$ cat config.mk
export PLATFORM = sky130hd
export DESIGN_NAME = adc_serial_receiver
export DESIGN_NICKNAME = d
export VERILOG_FILES = /design/src/rtl/adc_serial_receiver.sv
export SDC_FILE = /design/constraint.sdc
export NUM_CORES = 1
export LEC_CHECK = 0
export CELL_PAD_IN_SITES_DETAIL_PLACEMENT = 2
export CELL_PAD_IN_SITES_GLOBAL_PLACEMENT = 2
export CORE_ASPECT_RATIO = 0.7
export CORE_MARGIN = 1
export CORE_UTILIZATION = 34
export DETAILED_ROUTE_END_ITERATION = 8
export GPL_TIMING_DRIVEN = 0
export PLACE_DENSITY_LB_ADDON = 0.1
export RECOVER_POWER = 25
export SLEW_MARGIN = 20
export SYNTH_ARGS = -nofsm -noshare
export SYNTH_HDL_FRONTEND = slang
export SYNTH_SLANG_ARGS = --single-unit
export TNS_END_PERCENT = 100
$ cat constraint.sdc
create_clock -name SCLK -period 7.1 [get_ports SCLK]
set_input_delay 0.71 -clock SCLK [delete_from_list [all_inputs] [get_ports SCLK]]
set_output_delay 0.71 -clock SCLK [all_outputs]
set_load 0.01 [all_outputs]
$ cat src/rtl/adc_serial_receiver.sv
// Receive-side controller for a 16-bit SPI ADC frame (4 header bits + 12-bit sample, MSB first).
// Shifts one bit per SCLK rising edge while CS is low, then reports the raw frame and the sample in microvolts.
module adc_serial_receiver #(
    parameter logic [9:0] SCALE  = 10'd806,
    parameter int         N_BITS = 16
) (
    input  logic        SCLK,
    input  logic        reset,
    input  logic        CS,
    input  logic [15:0] datos,
    output logic        rx_done_tick,
    output logic [15:0] b_reg,
    output logic [21:0] data_Out
);

    typedef enum logic [1:0] {
        ST_IDLE,
        ST_DATA,
        ST_DONE,
        ST_WAIT
    } state_t;

    localparam logic [3:0] LAST_BIT = 4'(N_BITS - 1);

    state_t      r_state;
    state_t      w_state_next;
    logic [3:0]  r_n;
    logic [15:0] r_b_reg;
    logic [21:0] r_data_out;

    logic        w_bit;
    logic        w_shift;
    logic        w_last;
    logic [15:0] w_b_next;
    logic [21:0] w_product;

    // The emulated SDATA line presents datos MSB first: frame bit n is datos[15-n].
    assign w_bit     = datos[4'd15 - r_n];
    assign w_shift   = (r_state == ST_DATA) && !CS;
    assign w_last    = w_shift && (r_n == LAST_BIT);
    assign w_b_next  = {r_b_reg[14:0], w_bit};
    // Both operands widened to 22 bits so the full 12x10 product is kept.
    assign w_product = {10'd0, w_b_next[11:0]} * {12'd0, SCALE};

    // State register
    always_ff @(posedge SCLK or negedge reset) begin
        if (!reset) begin
            r_state <= ST_IDLE;
        end else begin
            // NOTE: sequential state uses non-blocking assignments so every register
            // samples pre-edge values regardless of process ordering.
            r_state <= w_state_next;
        end
    end

    // Next-state logic
    always_comb begin
        // NOTE: default assignment first so no path leaves the signal unassigned,
        // which would otherwise infer a latch.
        w_state_next = r_state;
        case (r_state)
            ST_IDLE: if (!CS) w_state_next = ST_DATA;
            ST_DATA: begin
                if (CS) begin
                    w_state_next = ST_IDLE;
                end else if (r_n == LAST_BIT) begin
                    w_state_next = ST_DONE;
                end
            end
            ST_DONE: w_state_next = CS ? ST_IDLE : ST_WAIT;
            ST_WAIT: if (CS) w_state_next = ST_IDLE;
            default: w_state_next = ST_IDLE;
        endcase
    end

    // Moore outputs
    always_comb begin
        rx_done_tick = (r_state == ST_DONE);
        b_reg        = r_b_reg;
        data_Out     = r_data_out;
    end

    // Bit counter, shift register and scaled sample
    always_ff @(posedge SCLK or negedge reset) begin
        if (!reset) begin
            r_n        <= 4'd0;
            r_b_reg    <= 16'd0;
            r_data_out <= 22'd0;
        end else begin
            if ((r_state == ST_IDLE) && !CS) begin
                r_n <= 4'd0;
            end else if (w_shift) begin
                r_n <= r_n + 4'd1;
            end

            if (w_shift) begin
                r_b_reg <= w_b_next;
            end

            if (w_last) begin
                r_data_out <= w_product;
            end
        end
    end

endmodule

==> impl_metrics.tcl <==
set metrics [dict create \
    outcome "complete, but fails checks" \
    failed_checks "max-capacitance violations, max-slew violations" \
    cts.clk_slew.worst_paths_ns 0.07 \
    clock-sinks 43 \
    gp_congestion 0.834 \
    worstSkewPairLatency_ns 0.30 \
    reg2reg_depth 16 \
    grt_pass1_vias 3169 \
    post_cts_buffers 0 \
    period_minus_slack_ns 5.76 \
    synth_cell_types 44 \
    crit_path_start_kind "primary input" \
    initial_utilization_pct 35.5 \
    cts_buffer_depth 2 \
    syn_to_final_growth_pct 25.1 \
    synthesis.nets 484 \
    worstPathArrival_ns 5.92 \
    die_width_um 127 \
    fin_skew_ns 0.00681 \
    end_kind "flop" \
    postRouteAntennaNets 0 \
    yosysTopAreaCellShare_pct 28.8 \
    rsz0062_at_grt "no" \
    yosysTopAreaCell "dfrtp_1" \
    regToRegStartpoint "r_n[2]" \
    grt-ovfl-total 0 \
    slew-limit-headroom_pct -17.9 \
    slew_violations 31 \
    rows 31 \
    worstMarginPinSlew_ns 1.77 \
    drtIter0Drc 82 \
    path_class "in2reg" \
    drive_above_1_share_pct 6.47 \
    synth_warnings 0 \
    pin_count 58 \
    grt_first_pass_wirelength_um 16800 \
    vias_per_cell 4.96 \
    drc 0 \
    synthArstFlopShare_pct 100 \
    largest_reg_flops 21 \
    vias 2957 \
    required_ns 7.26 \
    num_antenna_cells 0 \
    r2r_end "data_Out[19]" \
    hold_buffers 0 \
    worst-path-max-fanout 6 \
    finalHoldViolations 0 \
    setup_ws_ns 1.34 \
    cts-root-buf "clkbuf_16" \
    fin_crit_sh_pct 81.1 \
    routedWlPerCell_um 17.7 \
    rrSetupSlack_ns 1.58 \
    fin_nets 548 \
    dp_slack_ns 1.07 \
    hpwl_um 8480 \
    synth_top_cells_by_count "65 x inv_1, 60 x ha_1, 49 x nand2_1, 43 x dfrtp_1, 24 x o21ai_0" \
    cts_tree "built" \
    dieArea_mm2 0.0114 \
    drtPass1Iterations 4 \
    grt_max_degree 31 \
    cts_buffers 5 \
    die_h_um 89.7 \
    finalSetupTns_ns 0 \
    max_freq_mhz 174 \
    setup_viol 0 \
    syn_avg_cell_area_um2 9.74 \
    cap_violations 1 \
    syn_area_mm2 0.00373 \
    track_usage_pct 19.7 \
    numPortBuffers 56 \
    synth-edff-count 0 \
    yosysMostFrequentCell "inv_1" \
    cts-resized-gates 0 \
    wl_um 10600 \
    synthFlopType "dfrtp_1" \
    synthCells 383 \
    seq_area_frac_synth_pct 28.8 \
    utilization_pct 44.4 \
    min_path_type "in2async" \
    ys_seq_elements 43 \
    ys_top_cells_by_area "dfrtp_1 29%, ha_1 20%, fa_1 12%, inv_1 6.5%, nand2_1 4.9%" \
    antenna_found_initial 0 \
    core_area_mm2 0.0105 \
    htree_levels 2 \
]
[worst max path at each step]
stage	from	end	slack (ns)
floorplan	datos[0]	data_Out[21]	2.00
global route	datos[2]	data_Out[19]	1.15
finish	datos[8]	data_Out[19]	1.34
CTS	datos[2]	data_Out[19]	1.33
global placement	datos[2]	data_Out[19]	1.18
detailed placement	datos[2]	data_Out[19]	1.07
[stage by stage]
| stage | cells | hold slack, ns | instance area (um^2) |
|---|---|---|---|
| floorplan | 383 | 0.414 | 3730 |
| global placement | 587 | 0.458 | 4480 |
| detailed placement | 588 | 0.467 | 4490 |
| CTS | 596 | 0.336 | 4690 |
| global route | 596 | 0.507 | 4670 |
| finish | 596 | 0.480 | 4670 |
[area by class of cell]
cell class / instances / area, um^2
Timing Repair Buffer: 57 / 558
Multi-Input combinational cell: 263 / 2360
Clock inverter: 3 / 67.6
Buffer: 12 / 56.3
Clock buffer: 5 / 125
Sequential cell: 43 / 1080
Inverter: 65 / 244
Fill cell: 1156 / 5840
Tap cell: 148 / 185
[logic make-up (layout without fill, tap and decap cells)]
family | count (synthesis) | count (layout) | share of synthesized area (%)
AO/OA/AOI/OAI | 64 | 64 | 11.2
XOR/XNOR | 12 | 12 | 2.82
adder cells (fa/ha/maj) | 82 | 82 | 31.9
buffers and inverters | 77 | 142 | 8.05
flip-flops | 43 | 43 | 28.8
multiplexers | 17 | 17 | 6.60
other | 1 | 1 | 0.100
AND/OR/NAND/NOR | 87 | 87 | 10.5
[critical path: stages]
cell             delay [ns]
clkdlybuf4s50_1        0.42
mux4_2                 0.49
mux4_2                 0.56
ha_1                   0.28
fa_1                   0.49
inv_1                  0.06
fa_1                   0.47
fa_1                   0.51
inv_1                  0.04
ha_1                   0.39
and3_1                 0.20
a221oi_2               0.38
a21oi_1                0.20
o41ai_1                0.39
xor2_1                 0.25
o21ai_1                0.08
[per-layer routing]
| metal | wire, um | track usage (%) |
|---|---|---|
| met5 | 0 | 0 |
| met1 | 5490 | 28.0 |
| met3 | 309 | 2.96 |
| met4 | 75 | 3.90 |
| met2 | 4680 | 32.1 |
[layout by cell type (no fill, tap or decap), types with 5 or more instances in the layout]
cell	synthesis	layout
inv_1	65	65
ha_1	60	60
clkdlybuf4s50_1	0	55
nand2_1	49	49
dfrtp_1	43	43
o21ai_0	24	24
fa_1	22	22
a21oi_1	16	16
clkbuf_1	10	12
mux2_2	11	11
nor2_1	10	10
xor2_1	8	8
nand3_1	6	6
mux4_2	5	5
a21o_1	5	5
clkbuf_16	0	5
Power is left out: the tool's default activity adds up to more than one toggle a clock period on the data nets, which glitch-free logic cannot reach.
